$ cat src/rtl/snvs_lp_zmk_pkg.sv
// Shared types and defaults for the SNVS LP zeroizable master key transfer logic.
package snvs_lp_zmk_pkg;

  localparam int ZMK_KEY_WIDTH  = 256;
  localparam int ZMK_WORD_WIDTH = 32;
  // Widest word the parity helper accepts; callers zero-extend narrower words.
  localparam int ZMK_PARITY_MAX = 1024;

  typedef enum logic [1:0] {
    IDLE = 2'd0,
    SEND = 2'd1,
    DONE = 2'd2
  } zmk_state_e;

  // Even parity: XOR of all bits, so zero padding does not change the result.
  function automatic logic zmk_parity(input logic [ZMK_PARITY_MAX-1:0] data);
    return ^data;
  endfunction

endpackage

$ cat src/rtl/snvs_lp_zmk_key_xfer.sv
// Streams the ZMK flip-flop bank out word by word over a valid/ready interface;
// only the word being presented is ever registered, and zeroize aborts at once.
module snvs_lp_zmk_key_xfer
  import snvs_lp_zmk_pkg::*;
#(
  parameter  int KEY_WIDTH  = ZMK_KEY_WIDTH,
  parameter  int WORD_WIDTH = ZMK_WORD_WIDTH,
  localparam int NUM_WORDS  = KEY_WIDTH / WORD_WIDTH,
  localparam int IDX_WIDTH  = (NUM_WORDS > 1) ? $clog2(NUM_WORDS) : 1
) (
  input  logic                  i_clock,
  input  logic                  i_reset_b,
  input  logic [KEY_WIDTH-1:0]  i_zmk_key,
  input  logic                  i_zmk_valid,
  input  logic                  i_zeroize,
  input  logic                  i_xfer_req,
  output logic [WORD_WIDTH-1:0] o_key_word,
  output logic                  o_key_word_parity,
  output logic [IDX_WIDTH-1:0]  o_key_word_index,
  output logic                  o_key_word_last,
  output logic                  o_key_word_valid,
  input  logic                  i_key_word_ready,
  output logic                  o_xfer_busy,
  output logic                  o_xfer_done,
  output logic                  o_xfer_error
);

  zmk_state_e r_state;
  zmk_state_e w_stateNext;

  logic [WORD_WIDTH-1:0] r_keyWord;
  logic                  r_parity;
  logic [IDX_WIDTH-1:0]  r_idx;
  logic                  r_last;
  logic                  r_valid;
  logic                  r_busy;
  logic                  r_done;
  logic                  r_error;

  logic [WORD_WIDTH-1:0]     w_wordNext;
  logic                      w_parityNext;
  logic [IDX_WIDTH-1:0]      w_idxNext;
  logic                      w_lastNext;
  logic                      w_validNext;
  logic                      w_busyNext;
  logic                      w_doneNext;
  logic                      w_errorNext;
  logic [IDX_WIDTH-1:0]      w_idxInc;
  logic [ZMK_PARITY_MAX-1:0] w_parIn;
  logic [WORD_WIDTH-1:0]     w_words [NUM_WORDS];

  for (genvar g = 0; g < NUM_WORDS; g++) begin : g_words
    assign w_words[g] = i_zmk_key[g*WORD_WIDTH +: WORD_WIDTH];
  end

  assign w_idxInc = r_idx + IDX_WIDTH'(1);

  always_ff @(posedge i_clock or negedge i_reset_b) begin
    if (!i_reset_b) begin
      r_state   <= IDLE;
      r_keyWord <= '0;
      r_parity  <= 1'b0;
      r_idx     <= '0;
      r_last    <= 1'b0;
      r_valid   <= 1'b0;
      r_busy    <= 1'b0;
      r_done    <= 1'b0;
      r_error   <= 1'b0;
    end else begin
      r_state   <= w_stateNext;
      r_keyWord <= w_wordNext;
      r_parity  <= w_parityNext;
      r_idx     <= w_idxNext;
      r_last    <= w_lastNext;
      r_valid   <= w_validNext;
      r_busy    <= w_busyNext;
      r_done    <= w_doneNext;
      r_error   <= w_errorNext;
    end
  end

  // Loss of the key (zeroize or zmk_valid low) outranks the handshake in SEND.
  always_comb begin
    w_stateNext = r_state;
    w_wordNext  = r_keyWord;
    w_idxNext   = r_idx;
    w_lastNext  = r_last;
    w_validNext = r_valid;
    w_busyNext  = r_busy;
    w_doneNext  = 1'b0;
    w_errorNext = 1'b0;
    w_parIn     = '0;

    case (r_state)
      IDLE: begin
        if (i_xfer_req) begin
          if (i_zmk_valid && !i_zeroize) begin
            w_stateNext = SEND;
            w_wordNext  = w_words[0];
            w_idxNext   = '0;
            w_lastNext  = (NUM_WORDS == 1);
            w_validNext = 1'b1;
            w_busyNext  = 1'b1;
          end else begin
            w_errorNext = 1'b1;
          end
        end
      end
      SEND: begin
        if (i_zeroize || !i_zmk_valid) begin
          w_stateNext = IDLE;
          w_wordNext  = '0;
          w_idxNext   = '0;
          w_lastNext  = 1'b0;
          w_validNext = 1'b0;
          w_busyNext  = 1'b0;
          w_errorNext = 1'b1;
        end else if (i_key_word_ready) begin
          if (r_last) begin
            w_stateNext = DONE;
            w_wordNext  = '0;
            w_idxNext   = '0;
            w_lastNext  = 1'b0;
            w_validNext = 1'b0;
            w_busyNext  = 1'b0;
            w_doneNext  = 1'b1;
          end else begin
            w_wordNext = w_words[w_idxInc];
            w_idxNext  = w_idxInc;
            w_lastNext = (w_idxInc == IDX_WIDTH'(NUM_WORDS - 1));
          end
        end
      end
      DONE: begin
        w_stateNext = IDLE;
      end
      default: begin
        w_stateNext = IDLE;
        w_wordNext  = '0;
        w_idxNext   = '0;
        w_lastNext  = 1'b0;
        w_validNext = 1'b0;
        w_busyNext  = 1'b0;
      end
    endcase

    w_parIn[WORD_WIDTH-1:0] = w_wordNext;
    w_parityNext            = zmk_parity(w_parIn);
  end

  assign o_key_word        = r_keyWord;
  assign o_key_word_parity = r_parity;
  assign o_key_word_index  = r_idx;
  assign o_key_word_last   = r_last;
  assign o_key_word_valid  = r_valid;
  assign o_xfer_busy       = r_busy;
  assign o_xfer_done       = r_done;
  assign o_xfer_error      = r_error;

endmodule

$ cat config.mk
export PLATFORM = sky130hd
export DESIGN_NAME = snvs_lp_zmk_key_xfer
export DESIGN_NICKNAME = d
export VERILOG_FILES = /design/src/rtl/snvs_lp_zmk_pkg.sv /design/src/rtl/snvs_lp_zmk_key_xfer.sv
export SDC_FILE = /design/constraint.sdc
export NUM_CORES = 1
export LEC_CHECK = 0
export CORE_AREA = 3 3 116 118
export CTS_CLUSTER_DIAMETER = 120
export CTS_CLUSTER_SIZE = 16
export DETAILED_ROUTE_END_ITERATION = 6
export DIE_AREA = 0 0 119 121
export GPL_TIMING_DRIVEN = 0
export PLACE_DENSITY = 0.77
export SYNTH_ARGS = -nofsm -noshare
export SYNTH_HDL_FRONTEND = slang
export SYNTH_SLANG_ARGS = --single-unit
$ cat constraint.sdc
create_clock -name i_clock -period 3.76 [get_ports i_clock]
set_input_delay 0.752 -clock i_clock [delete_from_list [all_inputs] [get_ports i_clock]]
set_output_delay 0.752 -clock i_clock [all_outputs]
set_load 0.01 [all_outputs]
==> summary.txt, run 1 <==
Floorplan
  • Die width: 119 um
  • CORE AREA: 0.01257 mm^2
  • I/O Pins: 303
  • Die Ht: 121 um
  • Die area: 0.01440 mm^2
  • Initial core utilization: approximately 33%
  • Row Count: between 40 and 50

Critical path
  • CP peak stage delay: 0.44 ns
  • FF-to-FF setup slack: 0.31 ns
  • CP arrival: 3.77 ns
  • Kind of critical path: in -> reg
  • R2r endpoint: o_key_word_parity$_DFF_PN0_
  • Worst path bufs/invs: 3
  • Worst path top cell family by delay: XOR/XNOR gates
  • Reg2reg start: o_key_word_index[0]$_DFFE_PN0P_
  • CP Capture Type: register
  • Crit-path max FO: 7
  • Slowest CP cell: clkdlybuf4s50_1
  • Critical-path cell list: clkdlybuf4s50_1 -> or3b_1 -> clkbuf_4 -> or3_1 -> buf_6 -> o31ai_4 -> xnor2_1 -> xnor3_2 -> xnor2_2 -> xnor3_1 -> xnor3_1
  • Critical Path Start Type: input port
  • R2R cell count: 13
  • CP Data Required Time: 3.91 ns
  • Most frequent CP cell: xnor3_1

Yosys
  • Cells after synthesis: 429
  • Mapped Area: 0.004123 mm^2
  • Sequential area share after synthesis: 25.49%
  • YS warnings: 0
  • Synth cell types: 31
  • Mapped Nets: 693
  • Mean Syn Cell Area: 9.610 um^2
  • FF+latch count, synth: 42

Timing
  • Final Setup Violations: 0
  • Final Critical Period: 3.617 ns
  • Slew @ Worst Pin: 0.4117 ns
  • Part of the cycle the worst path needs: 96.19%
  • Slew headroom: 72.55%
  • Clk_skew: around 0.0058 ns
  • Endpoints failing hold: 0
  • RSZ-0062 raised after global routing: no
  • Final WS setup: 0.1431 ns
  • Achievable Freq: about 280 MHz
  • Slew Viols, Final: 0

Global routing
  • Initial antenna violation count: 0
  • Tot GR Track Use: 23.70%
  • Vias in the first global route: about 5.3k
  • Largest net degree at the start of global routing: 39
  • First-pass GRT wire length: about 28 mm
  • Global route overflow: 0

Clock network
  • Clock Pin Slew Worst Setup and Hold Paths: 0.06 ns
  • CTS tree: built
  • Clock insertion delay at the later pin of the skew report: ~0.28 ns
  • H-tree depth: 2
  • # clock sinks: 42
  • CTS root buf: clkbuf_16
  • Num CTS Buffers: 5
  • Clock buffer depth: 2
  • CTS hold repair buffers: 0

Min path
  • Tightest Hold Check Type: in -> async

Drt
  • Post-route ant nets: 0
  • 1st-pass router iterations: 5
  • Final WL: approximately 18 mm
  • # DRC: 0
  • DR vias/cell: around 5.3
  • 1st-iter DRT viols: 270
  • Drt wl/cell: 19.69 um
  • Vias: 4814

Cells and area
  • Area growth from synthesis to layout: 85.80%
  • NumNets Final: 1002
  • Storage element area: 0.001052 mm^2
  • Layout fillers: 1057
  • Share of cells above drive strength 1: 7.848%
  • Design Area, Final: 0.007660 mm^2
  • Antenna cells: 0
  • Area of the multi-input gates: 0.002889 mm^2
  • Most frequent cells in the layout: clkdlybuf4s50_1 (300), mux2i_1 (128), a22oi_1 (88)
  • Commonest non-fill, non-tap cell in the layout: clkdlybuf4s50_1

Power
  • Total power draw: 2.207 mW
  • Leakage: 3.851 nW
  • Pwr dens: 288.2 mW/mm^2
  • Peak VDD IR: 0.2269 mV

Flow run
  • Max-Cap Viols: 0

Place
  • IO Port Bufs: around 300
  • Placement Setup Slack: -0.6832 ns
  • Placer Congestion: 0.9101
  • Post-place instance area: 0.007376 mm^2
  • DP Wirelength: around 15 mm

Run status
  • Outcome: finished clean
## report_power, final
group	leakage, nW	internal (mW)	switching [mW]
logic	3.21	0.695	0.407
clock network	0.0940	0.381	0.173
registers	0.548	0.514	0.0372
total	3.85	1.59	0.617
## routing by layer
| layer | share of wire, % | wire length [um] | GRT usage, % | up-vias |
|---|---|---|---|---|
| met5 | 0 | 0 | 0 | - |
| met2 | 53 | 9524 | 44.37 | 230 |
| met3 | 7.0 | 1247 | 5.874 | 22 |
| met1 | 38 | 6871 | 26.66 | 2302 |
| met4 | 1.7 | 299 | 6.300 | 0 |
| li1 | - | - | - | 2260 |
## state kept, by name, summed over array words and instances (netlist names)
register	flops
o_key_word	32
o_key_word_index	3
r_state	2
o_key_word_last	1
o_key_word_parity	1
o_xfer_busy	1
o_xfer_done	1
o_xfer_error	1
## worst reg2reg max path, delay by kind of cell (launching register included)
| kind | cells | cell delay [ns] |
|---|---|---|
| AND/OR/NAND/NOR | 3 | 0.49 |
| adder cells (fa/ha/maj) | 1 | 0.28 |
| flip-flops | 1 | 0.45 |
| buffers and inverters | 3 | 0.90 |
| XOR/XNOR | 5 | 1.05 |
| AO/OA/AOI/OAI | 1 | 0.14 |
## cell type report
type	count	area share, %
Buffer	36	3.267
Clock buffer	5	1.633
Clock inverter	3	0.8984
Inverter	1	0.04900
Multi-Input combinational cell	347	37.72
Sequential cell	42	13.74
Tap cell	172	2.810
Timing Repair Buffer	305	39.89
## stage by stage
stage               hold WS, ns  setup TNS [ns]  instances  util, %
global route             0.2805               0        911    60.95
floorplan                0.4184               0        429        -
finish                   0.2825               0        911    60.95
detailed placement       0.4480         -0.6832        904    58.69
CTS                      0.2764               0        910    60.34
global placement         0.4316         -0.6100        903    58.57
## logic make-up (layout without fill, tap and decap cells)
logic type	Yosys count	after routing	synth area share, %
XOR/XNOR	29	29	7.526
multiplexers	128	128	31.08
AO/OA/AOI/OAI	107	107	20.97
buffers and inverters	40	350	5.311
adder cells (fa/ha/maj)	2	2	0.6069
flip-flops	42	42	25.49
AND/OR/NAND/NOR	81	81	9.014
## synth_stat cells
master    count  area, um^2
buf_6         1       11.26
a32o_1        1       10.01
nand2_1      34       127.6
o31ai_4       4       85.08
nor2_1        9       33.78
nand2b_1      1       6.260
xnor3_1       3       67.56
ha_1          2       25.02
dfrtp_1      42        1051
buf_2        19       95.09
xnor2_1      21       183.9
o21ai_0       4       20.02
clkbuf_1      3       11.26
o22ai_2       1       12.51
and4bb_2      1       12.51
nor3_1        2       10.01
nor2b_1       1       6.260
or3_1         1       6.260
buf_1         6       22.52
o22ai_1       1       6.260
a22o_1        8       70.07
and2b_1       1       7.510
buf_4        10       75.07
xor2_1        4       35.03
a22oi_1      88       660.6
mux2i_1     128        1281
xnor3_2       1       23.77
or3b_1        1       8.760
inv_1         1       3.750
nor3b_1       1       7.510
nand3_1      29       145.1
## repair_timing
item,in CTS,in global routing
pin swaps,1,6
buffers inserted,0,2
endpoints found under the setup margin,1,1
resized for setup,9,24
## worst max-delay path by stage
stage          slack (ns)                     endpoint                            start  depth (start not counted)
6_report             0.14  o_key_word_parity$_DFF_PN0_                        i_zeroize                         11
3_3_place_gp        -0.61  o_key_word_parity$_DFF_PN0_                      i_zmk_valid                         13
2_1_floorplan        0.33  o_key_word_parity$_DFF_PN0_                        i_zeroize                         10
4_1_cts             0.004  o_key_word_parity$_DFF_PN0_                      i_zmk_valid                         12
3_5_place_dp        -0.68  o_key_word_parity$_DFF_PN0_                      i_zmk_valid                         13
5_1_grt             0.008  o_key_word_parity$_DFF_PN0_  o_key_word_index[0]$_DFFE_PN0P_                         12
Power figures use the tool's default switching activity.
==> inputs of run 2 (changes only) <==
--- a/config.mk
+++ b/config.mk
@@ -12,6 +12,7 @@
 export DIE_AREA = 0 0 119 121
 export GPL_TIMING_DRIVEN = 0
 export PLACE_DENSITY = 0.77
+export SKIP_CTS_REPAIR_TIMING = 1
 export SYNTH_ARGS = -nofsm -noshare
 export SYNTH_HDL_FRONTEND = slang
 export SYNTH_SLANG_ARGS = --single-unit
==> run 2 against run 1 <==
- cell count grew 0.22%
- combinational power about the same
- critical endpoint unchanged
- core utilization up 0.10 points
- sequential cell count unchanged
- clock power about the same
- largest power group unchanged
- cell area increased by 0.16%
- sequential power about the same
- register-to-register slack got worse by 0.02 ns
- hold slack lost 0.0012 ns
- first-iteration DRC count down 9.3%
- die area unchanged
- sequential share of layout area about the same
==> summary.txt, run 2 (same netlist as run 1, synthesis figures left out) <==
Clock network
  • CTS root buf: clkbuf_16
  • Clock Pin Slew Worst Setup and Hold Paths: 0.06 ns
  • H-tree depth: 2
  • Clock buffer depth: 2
  • Num CTS Buffers: 5
  • # clock sinks: 42
  • Clock insertion delay at the later pin of the skew report: 0.28 ns
  • CTS tree: built

Place
  • IO Port Bufs: a little over 300
  • Placer Congestion: 0.9101
  • Placement Setup Slack: -0.6832 ns
  • Dpl cells: 904
  • DP Wirelength: 14.70 mm
  • Post-place instance area: 0.007376 mm^2

Global routing
  • Global route overflow: 0
  • Vias in the first global route: about 5.3k
  • First-pass GRT wire length: 27.50 mm
  • Initial antenna violation count: 0
  • Tot GR Track Use: 23.63%
  • Largest net degree at the start of global routing: 39

Drt
  • 1st-iter DRT viols: roughly 250
  • Final WL: around 18 mm
  • WL met3: 1.215 mm
  • # DRC: 0
  • 1st-pass router iterations: 4
  • Post-route ant nets: 0
  • Drt wl/cell: between 15 and 20 um
  • Vias: 4821
  • DR vias/cell: 5.280
  • Top layer in use: met4
  • M1 WL: between 6 and 7 mm
  • Met2 wire length: slightly above 9 mm

Cells and area
  • Share of cells above drive strength 1: 8.232%
  • Storage element area: ~0.0011 mm^2
  • Commonest non-fill, non-tap cell in the layout: clkdlybuf4s50_1
  • Layout fillers: approximately 1.1k
  • NumNets Final: around 1.0k
  • Largest register FFs: 32
  • Most frequent cells in the layout: clkdlybuf4s50_1 (300), mux2i_1 (127), a22oi_1 (88)
  • Final Non-Filler Cells: just over 900
  • Util after Layout: 61.05%
  • Area growth from synthesis to layout: 86.10%
  • Design Area, Final: 0.007672 mm^2
  • Area of the multi-input gates: 0.002893 mm^2
  • Antenna cells: 0

Critical path
  • Kind of critical path: in -> reg
  • Critical Path Start Type: input port
  • CP arrival: roughly 3.7 ns
  • R2R cell count: 15
  • FF-to-FF setup slack: approximately 0.29 ns
  • CP Data Required Time: between 3 and 4 ns
  • Crit-path max FO: 7
  • CP startpoint: i_zeroize
  • R2r endpoint: o_key_word_parity$_DFF_PN0_
  • CP Capture Type: register
  • Reg2reg start: o_key_word_index[0]$_DFFE_PN0P_

Run status
  • Outcome: finished clean

Floorplan
  • I/O Pins: 303
  • CORE AREA: 0.01257 mm^2
  • Die area: 0.01440 mm^2
  • Die Ht: 121 um
  • Row Count: 41
  • Initial core utilization: 32.80%
  • Die width: roughly 120 um

Flow run
  • Max-Cap Viols: 0

Min path
  • Tightest Hold Check Type: in -> async

Timing
  • Final WS setup: 0.1784 ns
  • Final Critical Period: 3.582 ns
  • Slew @ Worst Pin: 0.4163 ns
  • Clk_skew: 0.006297 ns
  • Final Setup Violations: 0
  • RSZ-0062 raised after global routing: no
  • Achievable Freq: between 200 and 300 MHz
  • Slew headroom: between 70 and 80%
  • Slew Viols, Final: 0
  • Endpoints failing hold: 0
  • Part of the cycle the worst path needs: 95.25%

Power
  • Pwr dens: 287.7 mW/mm^2
  • Peak VDD IR: 0.2266 mV
  • Leakage: between 3 and 4 nW
-- run 2: changes by cell type in the layout (fill, tap and decap cells not counted) --
cell      previous run  this run
buf_6                6         7
buf_4                7         8
mux2i_2              0         1
buf_8                1         0
buf_2               14        12
clkbuf_2             4         7
mux2i_1            128       127
-- run 2: cell type report --
type                       instances  share of cell area, %
timing repair buffer             305                  39.82
clock inverter                     3                 0.8969
tap                              172                  2.805
clock buffer                       5                  1.631
sequential                        42                  13.71
buffer                            38                  3.376
inverter                           1                0.04892
multi-input combinational        347                  37.70
-- run 2: how the worst max path moves through the flow --
stage,endpoint,slack (ns),cells after the start
finish,o_key_word_parity$_DFF_PN0_,0.18,11
global route,o_key_word_parity$_DFF_PN0_,0.008,12
CTS,o_key_word_parity$_DFF_PN0_,-0.40,13
detailed placement,o_key_word_parity$_DFF_PN0_,-0.68,13
global placement,o_key_word_parity$_DFF_PN0_,-0.61,13
floorplan,o_key_word_parity$_DFF_PN0_,0.33,10
-- run 2: layer usage --
| metal | up-vias | global-route usage [%] |
|---|---|---|
| met5 | - | 0 |
| met4 | 0 | 6.010 |
| met3 | 26 | 5.828 |
| met2 | 231 | 44.12 |
| met1 | 2299 | 26.82 |
| li1 | 2265 | - |
-- run 2: report_power, final --
part           switching, mW  internal, mW  total [mW]
Sequential            0.0371         0.514       0.551
Clock                  0.175         0.381       0.556
Combinational          0.404         0.696        1.10
Total                  0.616          1.59        2.21
-- run 2: worst max-delay path: stages --
cell and delay (ns):
clkdlybuf4s50_1 0.44, or3b_1 0.39, buf_4 0.18, or3_1 0.36, buf_6 0.16, o31ai_4 0.27, xnor2_1 0.17, xnor3_1 0.28
xnor2_2 0.15, xnor3_1 0.23, xnor3_1 0.35
-- run 2: per-stage QoR --
step	setup TNS [ns]	hold WS [ns]	total power, mW
2_1_floorplan	0	0.4184	1.123
3_3_place_gp	-0.6100	0.4316	1.636
3_5_place_dp	-0.6832	0.4480	1.655
4_1_cts	-0.4009	0.2764	2.223
5_1_grt	0	0.2805	2.328
6_report	0	0.2813	2.207
==> inputs of run 3 (changes only) <==
--- a/config.mk
+++ b/config.mk
@@ -5,13 +5,13 @@
 export SDC_FILE = /design/constraint.sdc
 export NUM_CORES = 1
 export LEC_CHECK = 0
-export CORE_AREA = 3 3 116 118
+export CORE_MARGIN = 10
+export CORE_UTILIZATION = 35
 export CTS_CLUSTER_DIAMETER = 120
 export CTS_CLUSTER_SIZE = 16
 export DETAILED_ROUTE_END_ITERATION = 6
-export DIE_AREA = 0 0 119 121
 export GPL_TIMING_DRIVEN = 0
-export PLACE_DENSITY = 0.77
+export PLACE_DENSITY = 0.82
 export SKIP_CTS_REPAIR_TIMING = 1
 export SYNTH_ARGS = -nofsm -noshare
 export SYNTH_HDL_FRONTEND = slang
==> run 3 against run 2 <==
- maximum frequency is 0.40% lower
- die area is 15% higher
- first-iteration DRC count is 36% higher
- largest power group unchanged
- sequential cell count stayed put
- combinational power hardly changed
- power is 6.3% lower
- cell area is 1.1% lower
- sequential power hardly changed
- core utilization is 5.1 points higher
- global-route usage is 1.1 points lower
- clock power is 26% lower
- largest cell class unchanged
==> summary.txt, run 3 (same netlist as run 1, synthesis figures left out) <==
Floorplan
  • CORE AREA: 0.01147 mm^2
  • Initial core utilization: 35.95%
  • Die area: ~0.017 mm^2
  • I/O Pins: 303
  • Row Count: 39
  • Die Ht: 128.5 um
  • Die width: 128.5 um

Cells and area
  • NumNets Final: 1004
  • Storage element area: about 0.0011 mm^2
  • Design Area, Final: 0.007586 mm^2
  • Antenna cells: 0
  • Most frequent cells in the layout: clkdlybuf4s50_1 (301), mux2i_1 (126), a22oi_1 (88)
  • Area of the multi-input gates: slightly below 0.003 mm^2
  • Util after Layout: between 60% and 70%
  • Area growth from synthesis to layout: 84.01%
  • Layout fillers: ~930
  • Commonest non-fill, non-tap cell in the layout: clkdlybuf4s50_1
  • Largest register FFs: 32
  • Final Non-Filler Cells: about 880
  • Share of cells above drive strength 1: 8.108%

Clock network
  • Num CTS Buffers: 5
  • H-tree depth: 2
  • # clock sinks: 42
  • CTS root buf: clkbuf_16
  • Clock buffer depth: 2
  • Clock insertion delay at the later pin of the skew report: between 0.2 and 0.3 ns
  • CTS tree: built
  • Clock Pin Slew Worst Setup and Hold Paths: 0.06 ns

Drt
  • 1st-pass router iterations: 5
  • Final WL: between 15 and 20 mm
  • Post-route ant nets: 0
  • DR vias/cell: between 5 and 6
  • Drt wl/cell: 22.52 um
  • 1st-iter DRT viols: 334
  • # DRC: 0
  • Vias: 4835

Power
  • Pwr dens: 272.7 mW/mm^2
  • Leakage: 3.816 nW
  • Peak VDD IR: 0.2101 mV

Min path
  • Tightest Hold Check Type: in -> async

Timing
  • Final Critical Period: roughly 3.6 ns
  • Part of the cycle the worst path needs: 95.64%
  • Slew @ Worst Pin: 0.4467 ns
  • Slew Viols, Final: 0
  • Worst hold slack: 0.4131 ns
  • Final Setup Violations: 0
  • Clk_skew: 0.003743 ns
  • Slew headroom: between 70% and 80%
  • Endpoints failing hold: 0
  • Achievable Freq: 278.1 MHz

Critical path
  • Crit-path max FO: 10
  • Critical Path Start Type: input port
  • CP Data Required Time: 3.92 ns
  • Kind of critical path: in -> reg
  • R2R cell count: 14
  • CP arrival: 3.75 ns
  • CP Capture Type: register

Place
  • Placer Congestion: 0.9177
  • Dpl cells: approximately 900
  • DP Wirelength: between 15 and 20 mm
  • IO Port Bufs: ~300
  • Post-place instance area: 0.007340 mm^2

Global routing
  • Initial antenna violation count: 0
  • First-pass GRT wire length: 29.95 mm
  • Largest net degree at the start of global routing: 26
  • Vias in the first global route: 5468
  • Tot GR Track Use: between 20% and 30%
  • Global route overflow: 0

Run status
  • Outcome: finished clean

Flow run
  • Max-Cap Viols: 0
## run 3: stage by stage
step	TNS, ns	setup WS (ns)	power [mW]
final	0	0.1639	2.069
after global routing	-0.008535	-0.008535	2.186
after CTS	-0.3288	-0.3288	2.072
after detailed placement	-0.6155	-0.6155	1.654
after global placement	-0.6585	-0.6585	1.640
after floorplan	0	0.3254	1.123
## run 3: final cells by class
class / instances / share of cell area (%)
Timing Repair Buffer: 304 / 40.15
Multi-Input combinational cell: 347 / 38.15
Sequential cell: 42 / 13.87
Buffer: 39 / 3.629
Tap cell: 143 / 2.359
Clock buffer: 6 / 1.699
Clock inverter: 1 / 0.09896
Inverter: 1 / 0.04948
## run 3: worst max-delay path: stages
cell	delay, ns
clkdlybuf4s50_1	0.50
or3b_1	0.34
buf_4	0.18
nor3_4	0.24
buf_4	0.23
buf_2	0.25
nand3_1	0.10
nand2_1	0.11
xnor2_1	0.14
xnor2_1	0.14
xnor3_1	0.41
xnor3_1	0.35
## run 3: per-layer routing
metal | vias to the layer above | global-route usage (%) | wire [um]
met5 | - | 0 | 0
li1 | 2262 | - | -
met1 | 2276 | 24.50 | 7547
met2 | 252 | 40.02 | 9927
met4 | 0 | 7.990 | 644
met3 | 45 | 7.310 | 1761
## run 3: where the power goes
group	internal, mW	switching, mW	total [mW]	leakage (nW)
registers	0.514	0.0356	0.550	0.548
logic	0.698	0.410	1.11	3.21
clock network	0.243	0.169	0.412	0.0629
## run 3: worst paths after layout
check | from | endpoint | slack (ns)
max in group asynchronous | i_reset_b | o_key_word_index[0]$_DFFE_PN0P_ | 2.85
worst max-delay path | i_zmk_valid | o_key_word_parity$_DFF_PN0_ | 0.16
worst max register to register | o_key_word_index[0]$_DFFE_PN0P_ | o_key_word_parity$_DFF_PN0_ | 0.24
worst min-delay path | i_reset_b | o_key_word[11]$_DFF_PN0_ | 0.41
worst min register to register | r_state[1]$_DFFE_PN0P_ | o_xfer_error$_DFF_PN0_ | 0.46
min in group i_clock | r_state[1]$_DFFE_PN0P_ | o_xfer_error$_DFF_PN0_ | 0.46
